## src/rtl/core_ctrl_pkg.sv

```systemverilog
// core_ctrl_pkg
//   Shared definitions for the core fetch/execute sequencer:
//   - CTRL_W and the bit index of every datapath strobe carried in the packed ctrl word
//   - sequencer state encodings
//   - opcode class and memory sub-op constants of the mini ISA
//   - small helpers that build strobe masks and classify opcodes
//
//   Opcode layout: ir[7:6] = class, ir[3:0] = class payload, ir[5:4] unused.
//     MOV  00..ddss   ALU 01..oooo   MEM 10..ddkk (kk: 00 LDI, 01 LD, 10 ST, 11 NOP)
//     11..0000 = HLT, any other 11..xxxx = NOP
package core_ctrl_pkg;

   // Strobe bit map of the packed ctrl word
   localparam int A_ASSERT_MAIN      = 0;
   localparam int A_LOAD_MAIN        = 1;
   localparam int A_ASSERT_LHS       = 2;
   localparam int B_ASSERT_MAIN      = 3;
   localparam int B_LOAD_MAIN        = 4;
   localparam int B_ASSERT_RHS       = 5;
   localparam int C_ASSERT_MAIN      = 6;
   localparam int C_LOAD_MAIN        = 7;
   localparam int D_ASSERT_MAIN      = 8;
   localparam int D_LOAD_MAIN        = 9;
   localparam int CONST1_ASSERT_MAIN = 10;
   localparam int CONST1_LOAD_MEM    = 11;
   localparam int XFER_ASSERT_MAIN   = 12;
   localparam int XFER_LOAD_MAIN     = 13;
   localparam int PCRA0_ASSERT_ADDR  = 14;
   localparam int PCRA0_INC          = 15;
   localparam int PCRA1_ASSERT_ADDR  = 16;
   localparam int PCRA1_INC          = 17;
   localparam int SP_ASSERT_ADDR     = 18;
   localparam int SP_INC             = 19;
   localparam int SP_DEC             = 20;
   localparam int SI_ASSERT_ADDR     = 21;
   localparam int SI_INC             = 22;
   localparam int SI_DEC             = 23;
   localparam int DI_ASSERT_ADDR     = 24;
   localparam int DI_INC             = 25;
   localparam int DI_DEC             = 26;
   localparam int MEM_BUSDIR         = 27;   // 1 = memory drives the main bus
   localparam int MEM_ASSERT_MAIN    = 28;
   localparam int MEM_LOAD_MAIN      = 29;
   localparam int ALU_ASSERT_MAIN    = 30;
   localparam int ALU_OP_LSB         = 31;
   localparam int ALU_OP_W           = 4;
   localparam int CTRL_W             = ALU_OP_LSB + ALU_OP_W;

   typedef logic [CTRL_W-1:0] ctrl_t;

   // Sequencer states
   localparam logic [2:0] ST_IDLE  = 3'd0;
   localparam logic [2:0] ST_FETCH = 3'd1;
   localparam logic [2:0] ST_EXEC1 = 3'd2;
   localparam logic [2:0] ST_EXEC2 = 3'd3;
   localparam logic [2:0] ST_HALT  = 3'd4;

   // Opcode classes (ir[7:6])
   localparam logic [1:0] OP_MOV = 2'b00;
   localparam logic [1:0] OP_ALU = 2'b01;
   localparam logic [1:0] OP_MEM = 2'b10;
   localparam logic [1:0] OP_HLT = 2'b11;

   // Memory-class sub-ops (ir[1:0])
   localparam logic [1:0] MEM_LDI = 2'b00;
   localparam logic [1:0] MEM_LD  = 2'b01;
   localparam logic [1:0] MEM_ST  = 2'b10;

   // Register select field encoding
   typedef enum logic [1:0] {
      REG_A = 2'b00,
      REG_B = 2'b01,
      REG_C = 2'b10,
      REG_D = 2'b11
   } reg_sel_e;

   function automatic ctrl_t bit_mask(input int idx);
      return ctrl_t'(1) << idx;
   endfunction

   // Strobe that puts the selected register onto the main bus
   function automatic ctrl_t reg_assert_mask(input logic [1:0] sel);
      ctrl_t m;
      case (reg_sel_e'(sel))
         REG_A:   m = bit_mask(A_ASSERT_MAIN);
         REG_B:   m = bit_mask(B_ASSERT_MAIN);
         REG_C:   m = bit_mask(C_ASSERT_MAIN);
         default: m = bit_mask(D_ASSERT_MAIN);
      endcase
      return m;
   endfunction

   // Strobe that loads the selected register from the main bus
   function automatic ctrl_t reg_load_mask(input logic [1:0] sel);
      ctrl_t m;
      case (reg_sel_e'(sel))
         REG_A:   m = bit_mask(A_LOAD_MAIN);
         REG_B:   m = bit_mask(B_LOAD_MAIN);
         REG_C:   m = bit_mask(C_LOAD_MAIN);
         default: m = bit_mask(D_LOAD_MAIN);
      endcase
      return m;
   endfunction

   // LDI is the only instruction that needs a second execute cycle
   function automatic logic is_ldi(input logic [1:0] cls, input logic [1:0] sub);
      return (cls == OP_MEM) && (sub == MEM_LDI);
   endfunction

   function automatic logic is_hlt(input logic [1:0] cls, input logic [3:0] payload);
      return (cls == OP_HLT) && (payload == 4'h0);
   endfunction

endpackage

```

## src/rtl/core_ctrl_decode.sv

```systemverilog
// core_ctrl_decode
//   Purely combinational strobe decoder: maps (state, ir) onto the packed datapath
//   control word. Every strobe takes effect at the rising edge that ends the cycle.
//   Ports:
//     state  in   3       current sequencer state
//     ir     in   8       current instruction register
//     ctrl   out  CTRL_W  packed datapath strobes (bit map in core_ctrl_pkg)
//   Per cycle at most one main-bus and one addr-bus asserter is ever raised; the
//   xfer, pcra1, SP and SI/DI inc/dec strobes are never raised.
module core_ctrl_decode
   import core_ctrl_pkg::*;
(
   input  logic [2:0]        state,
   input  logic [7:0]        ir,
   output logic [CTRL_W-1:0] ctrl
);

   logic [1:0] cls;
   logic [1:0] dst;
   logic [1:0] src;
   logic       unused_ir_bits;

   assign cls = ir[7:6];
   assign dst = ir[3:2];   // dd for MOV/LDI/LD, rr for ST
   assign src = ir[1:0];   // ss for MOV, sub-op for the memory class

   // ir[5:4] carry no meaning in this ISA revision
   assign unused_ir_bits = ^ir[5:4];

   always_comb begin
      ctrl = '0;
      case (state)
         ST_FETCH: begin
            ctrl = bit_mask(PCRA0_ASSERT_ADDR) | bit_mask(PCRA0_INC);
         end
         ST_EXEC1: begin
            case (cls)
               OP_MOV: begin
                  // Self-move would put one register on both ends of the bus; treat as NOP
                  if (dst != src) begin
                     ctrl = reg_assert_mask(src) | reg_load_mask(dst);
                  end
               end
               OP_ALU: begin
                  ctrl = bit_mask(A_ASSERT_LHS) | bit_mask(B_ASSERT_RHS)
                       | bit_mask(ALU_ASSERT_MAIN) | bit_mask(A_LOAD_MAIN)
                       | (ctrl_t'(ir[3:0]) << ALU_OP_LSB);
               end
               OP_MEM: begin
                  case (src)
                     MEM_LDI: begin
                        // Immediate byte follows the opcode; latch it into const1
                        ctrl = bit_mask(PCRA0_ASSERT_ADDR) | bit_mask(CONST1_LOAD_MEM)
                             | bit_mask(PCRA0_INC);
                     end
                     MEM_LD: begin
                        ctrl = bit_mask(SI_ASSERT_ADDR) | bit_mask(MEM_BUSDIR)
                             | bit_mask(MEM_ASSERT_MAIN) | reg_load_mask(dst);
                     end
                     MEM_ST: begin
                        // MEM_BUSDIR left low: main bus drives memory
                        ctrl = bit_mask(DI_ASSERT_ADDR) | reg_assert_mask(dst)
                             | bit_mask(MEM_LOAD_MAIN);
                     end
                     default: ctrl = '0;
                  endcase
               end
               default: ctrl = '0;   // HLT and the 11-class NOPs
            endcase
         end
         ST_EXEC2: begin
            if (is_ldi(cls, src)) begin
               ctrl = bit_mask(CONST1_ASSERT_MAIN) | reg_load_mask(dst);
            end
         end
         default: ctrl = '0;   // IDLE, HALT
      endcase
   end

endmodule

```

## src/rtl/core_sequencer.sv

```systemverilog
// core_sequencer
//   Fetch/execute controller for the core datapath. Fetches opcodes from memory at
//   PCRA0 into ir, then drives the datapath strobes one bus transfer per cycle.
//   Ports:
//     clk      in   1       rising-edge clock
//     reset    in   1       asynchronous, active-high; clears all state
//     run      in   1       1 = keep fetching; 0 = stop at next instruction boundary
//     mem_in   in   8       memory read data at the current address bus
//     ctrl     out  CTRL_W  packed datapath strobes (bit map in core_ctrl_pkg)
//     ir       out  8       current instruction register
//     busy     out  1       high in FETCH/EXEC1/EXEC2
//     halted   out  1       high in HALT
//     retired  out  CNT_W   completed-instruction count, saturating at all-ones
//   Instructions take FETCH + EXEC1 (2 cycles); LDI adds EXEC2 (3 cycles).
//   run is only looked at in IDLE and at the end of an instruction, so dropping it
//   never truncates an instruction. HALT is left only through reset.
module core_sequencer
   import core_ctrl_pkg::*;
#(
   parameter int CNT_W = 16
) (
   input  logic              clk,
   input  logic              reset,
   input  logic              run,
   input  logic [7:0]        mem_in,
   output logic [CTRL_W-1:0] ctrl,
   output logic [7:0]        ir,
   output logic              busy,
   output logic              halted,
   output logic [CNT_W-1:0]  retired
);

   logic [2:0] state;
   logic [2:0] state_nxt;
   logic       ir_ldi;
   logic       ir_hlt;
   logic       instr_end;

   function automatic logic [CNT_W-1:0] sat_inc(input logic [CNT_W-1:0] v);
      return (&v) ? v : v + {{(CNT_W-1){1'b0}}, 1'b1};
   endfunction

   assign ir_ldi = is_ldi(ir[7:6], ir[1:0]);
   assign ir_hlt = is_hlt(ir[7:6], ir[3:0]);

   // LDI finishes in EXEC2; everything else (HLT included) finishes in EXEC1
   assign instr_end = ((state == ST_EXEC1) && !ir_ldi) || (state == ST_EXEC2);

   always_comb begin
      state_nxt = state;
      case (state)
         ST_IDLE:  state_nxt = run ? ST_FETCH : ST_IDLE;
         ST_FETCH: state_nxt = ST_EXEC1;
         ST_EXEC1: begin
            if (ir_ldi) begin
               state_nxt = ST_EXEC2;
            end else if (ir_hlt) begin
               state_nxt = ST_HALT;
            end else begin
               state_nxt = run ? ST_FETCH : ST_IDLE;
            end
         end
         ST_EXEC2: state_nxt = run ? ST_FETCH : ST_IDLE;
         ST_HALT:  state_nxt = ST_HALT;
         default:  state_nxt = ST_IDLE;
      endcase
   end

   always_ff @(posedge clk or posedge reset) begin
      if (reset) begin
         state   <= ST_IDLE;
         ir      <= 8'h00;
         retired <= '0;
      end else begin
         state <= state_nxt;
         if (state == ST_FETCH) begin
            ir <= mem_in;
         end
         if (instr_end) begin
            retired <= sat_inc(retired);
         end
      end
   end

   core_ctrl_decode u_decode (
      .state (state),
      .ir    (ir),
      .ctrl  (ctrl)
   );

   assign busy   = (state == ST_FETCH) || (state == ST_EXEC1) || (state == ST_EXEC2);
   assign halted = (state == ST_HALT);

endmodule

```

## config.mk

```make
export PLATFORM = sky130hd
export DESIGN_NAME = core_sequencer
export DESIGN_NICKNAME = d
export VERILOG_FILES = /design/src/rtl/core_ctrl_pkg.sv /design/src/rtl/core_ctrl_decode.sv /design/src/rtl/core_sequencer.sv
export SDC_FILE = /design/constraint.sdc
export NUM_CORES = 1
export LEC_CHECK = 0
export ABC_CLOCK_PERIOD_IN_PS = 2000
export BUFFER_PORTS_ARGS = -buffer_cell sky130_fd_sc_hd__clkbuf_2
export CORE_MARGIN = 1.5
export CORE_UTILIZATION = 47
export DETAILED_ROUTE_END_ITERATION = 10
export PLACE_DENSITY_LB_ADDON = 0.15
export SYNTH_ARGS = -nofsm -noshare
export SYNTH_HDL_FRONTEND = slang
export SYNTH_SLANG_ARGS = --single-unit
```

## constraint.sdc

```tcl
create_clock -name clk -period 2 [get_ports clk]
set_input_delay 0.2 -clock clk [delete_from_list [all_inputs] [get_ports clk]]
set_output_delay 0.2 -clock clk [all_outputs]
set_load 0.02 [all_outputs]
```

==> run summary <==
power per cell area = 1337 nW/um2
I/O pins = 72
hold worst-path end = ir[3]
count of cells along the worst hold path = 3
CP bufs+invs = 1
stage delay of the slowest cell on the critical path = 450 ps
H-tree lvl count = 1
adder and majority cell fraction of the synthesized area = 0.7536%
achievable clock frequency = 0.5068 GHz
max_cap viols = 0
final-stage net count = 247
routed vias/inst = 4.893
final estimated routing congestion in global placement = 0.7361
multiplexer share of the synthesized area = 6.707%
Buffers on Ports = 60
cell at the root of the clock tree = sky130_fd_sc_hd__clkbuf_4
run status = completed
CTS sink cnt = 27
final cycle utilization of the critical path = 98.66%
row count = 21
number of failing hold endpoints at the final stage = 0
largest family of logic cells by synthesized area = simple AND/OR/NAND/NOR gates
critical path launch point type = flop
Post-DRT Antenna Nets = 0
crit path DAT = 1770 ps
CTS clk-pin slew, worst paths = 150 ps
critical path capture point type = output pin
flops & latches, synth = 27
beginning of the worst register-to-register path = ir[7]
area of the die = 3898 um2
die outline width = 62.44 um
total non-filler cell area in the finished layout = 2105 um2
critical-path cell list = nor4b_4 -> nor3b_2 -> or2_2 -> clkbuf_2
detailed-router iteration count before antenna repair = 4
classification of the worst-slack hold path = in -> reg
placed wire-length estimate after detailed placement = 2527 um
number of CTS-inserted buffers = 3
fraction of synthesized cell area in xor and xnor cells = 8.968%
non-filler cells, final = 280
required time at the endpoint of the critical path = 1800 ps
Core Area = 3363 um2
Worst path top cell family by delay = simple AND/OR/NAND/NOR gates
via count of the first global-routing pass = 1267
async set-or-reset flop fraction in the synthesized netlist = 100.0%
cell count after synthesis = 169
count of flip-flops with a built-in enable after synthesis = 0
critical hold path startpoint = mem_in[3]
drt drc = 0
Max rail drop VDD = 0.6093 mV
global-route wire length before repair = 5713 um
Final min period = 1973 ps
cells taking the most area after synthesis = sky130_fd_sc_hd__dfrtp_1 41%, sky130_fd_sc_hd__buf_4 7.7%, sky130_fd_sc_hd__xnor2_1 6.9%
share of the synthesized area in the top cell type = 40.69%
remaining global-route overflow = 0
reg2reg setup slack = 180 ps
critical setup path kind = reg -> out
area added between synthesis and finish = 26.75%
summed instance area of the synthesized netlist = 1660 um2
clock latency at the later pin of the worst-skew pair = 330 ps
CTS tree = built
area fraction in compound gates after synthesis = 6.179%
height of the chip = 62.44 um
maximum number of pins on one net before global-route repair = 28
Max FO, Critical Path = 4
Yosys cell types = 41
post-DR wirelength/cell = 12.03 um
Routed WL = 3369 um
number of warning messages in the yosys log = 0
fraction of the core area covered by cells at the end of the flow = 62.57%
n_diodes = 0
RSZ-0062 raised after global routing = true
buffers from clock root to sink, at most = 2
average cell area after synthesis = 9.825 um2
total placed cells including tap cells = 266
commonest register cell after synthesis = sky130_fd_sc_hd__dfrtp_1
area of placed instances = 1938 um2
share of final-layout standard cells stronger than drive strength 1 = 47.44%
leakage dissipation = 1.041 nW
simple-gate share of the synthesized area = 24.34%
sequential fraction of the synthesis area = 40.69%
vias post-DR = 1370
cell with the largest stage delay on the worst path = sky130_fd_sc_hd__dfrtp_2
worst clock skew = 10.38 ps
DRT iter0 DRCs = 72
initial antenna violation count = 0
final number of setup-violating endpoints = 0
Critical R2R Capture = retired[1]
library cell with the largest summed area after synthesis = sky130_fd_sc_hd__dfrtp_1
GR Util All Layers = 17.83%
Worst R2R Path Depth = 5
starting density of the core = 49.37%
Final Max Slew Viols = 0
-- sequential cells by signal, summed over array words and instances (netlist names) --
register / cells
ir: 8
retired: 16
state: 3
-- worst register-to-register path, cell delays in order (launching register included) --
cell and delay (ps):
sky130_fd_sc_hd__dfrtp_2 500, sky130_fd_sc_hd__nor4b_4 170, sky130_fd_sc_hd__buf_4 140, sky130_fd_sc_hd__a21oi_2 160
sky130_fd_sc_hd__a21boi_4 390, sky130_fd_sc_hd__mux2_2 380
-- layout by cell type (no fill, tap or decap), types with 2 or more instances in the layout --
master                     count
sky130_fd_sc_hd__conb_1       11
sky130_fd_sc_hd__nor3b_2       2
sky130_fd_sc_hd__buf_4        16
sky130_fd_sc_hd__mux2_2        9
sky130_fd_sc_hd__buf_2         5
sky130_fd_sc_hd__nor2b_1       2
sky130_fd_sc_hd__and2_1        4
sky130_fd_sc_hd__or2_2         2
sky130_fd_sc_hd__clkbuf_2     54
sky130_fd_sc_hd__xnor2_1      13
sky130_fd_sc_hd__xor2_1        4
sky130_fd_sc_hd__inv_1         5
sky130_fd_sc_hd__nand2_1      12
sky130_fd_sc_hd__nor4b_4       2
sky130_fd_sc_hd__o21ai_0       3
sky130_fd_sc_hd__nor3_1        6
sky130_fd_sc_hd__nand4_1       9
sky130_fd_sc_hd__a21oi_1       3
sky130_fd_sc_hd__nor2_1       10
sky130_fd_sc_hd__nand2b_1      2
sky130_fd_sc_hd__dfrtp_1      20
sky130_fd_sc_hd__and3_1        5
sky130_fd_sc_hd__clkbuf_4      3
sky130_fd_sc_hd__dfrtp_2       7
-- worst max-delay path by stage --
stage	cells after the start	slack (ps)	end	start
after CTS	4	20	ctrl[15]	state[0]
final	4	30	ctrl[15]	ir[6]
after detailed placement	4	220	retired[1]	state[2]
after global routing	6	-80	ctrl[1]	ir[0]
after floorplan	4	-30	ctrl[34]	ir[7]
after global placement	4	280	retired[1]	state[2]
-- power breakdown --
group	internal (mW)	switching, mW
Clock	0.0816	0.167
Sequential	0.717	0.229
Combinational	0.707	0.912
-- layer usage --
metal | global-route usage, % | up-vias | part of all wire [%]
li1 | - | 685 | -
met1 | 22.95 | 634 | 47
met2 | 30.38 | 47 | 47
met3 | 3.784 | 4 | 5.6
met4 | 5.000 | 0 | 1.1
met5 | 0 | - | 0
-- area by class of cell --
cell class | count | area (um2)
Tap cell | 46 | 57.56
Clock inverter | 1 | 8.758
Timing Repair Buffer | 77 | 436.7
Clock buffer | 3 | 22.52
Sequential cell | 27 | 684.4
Fill cell | 304 | 1259
Inverter | 5 | 18.77
Multi-Input combinational cell | 121 | 875.8
-- cell usage after synthesis, types with 2 or more instances --
library cell,number
sky130_fd_sc_hd__buf_2,5
sky130_fd_sc_hd__inv_1,5
sky130_fd_sc_hd__mux2_2,9
sky130_fd_sc_hd__and2_1,4
sky130_fd_sc_hd__nand4_1,9
sky130_fd_sc_hd__nand2_1,12
sky130_fd_sc_hd__nor2_1,11
sky130_fd_sc_hd__xor2_1,4
sky130_fd_sc_hd__nor2b_1,3
sky130_fd_sc_hd__dfrtp_1,27
sky130_fd_sc_hd__nor3_1,7
sky130_fd_sc_hd__o21ai_0,3
sky130_fd_sc_hd__nor3b_1,3
sky130_fd_sc_hd__xnor2_1,13
sky130_fd_sc_hd__or2_2,2
sky130_fd_sc_hd__buf_6,2
sky130_fd_sc_hd__clkbuf_1,2
sky130_fd_sc_hd__and3_1,5
sky130_fd_sc_hd__nand2b_1,3
sky130_fd_sc_hd__a21oi_1,3
sky130_fd_sc_hd__buf_4,17
-- kinds of logic after synthesis --
family	Yosys count
simple gates	68
buf+inv	31
flops	27
xor+xnor	17
compound gates	14
mux	10
fa+ha+maj	1
other cells	1
-- metrics by stage --
stage               setup slack (ps)  hold WS (ps)  setup TNS (ps)  power, mW
floorplan                     -32.17         252.7          -32.17      2.045
global placement               276.7         248.0               0      2.339
detailed placement             222.0         251.2               0      2.381
CTS                            20.44         61.73               0      2.743
global route                  -81.57         63.07          -364.5      3.019
finish                         26.82         66.75               0      2.813
-- timing repair --
action                     in CTS  in global routing
gates resized for setup        10                 14
hold buffers                    1                  0
pin swaps                       1                  2
setup buffers                   4                  5
hold endpoints to repair       27                  0
setup endpoints to repair      20                 16
Note: power is estimated with default switching activity, not from simulation.
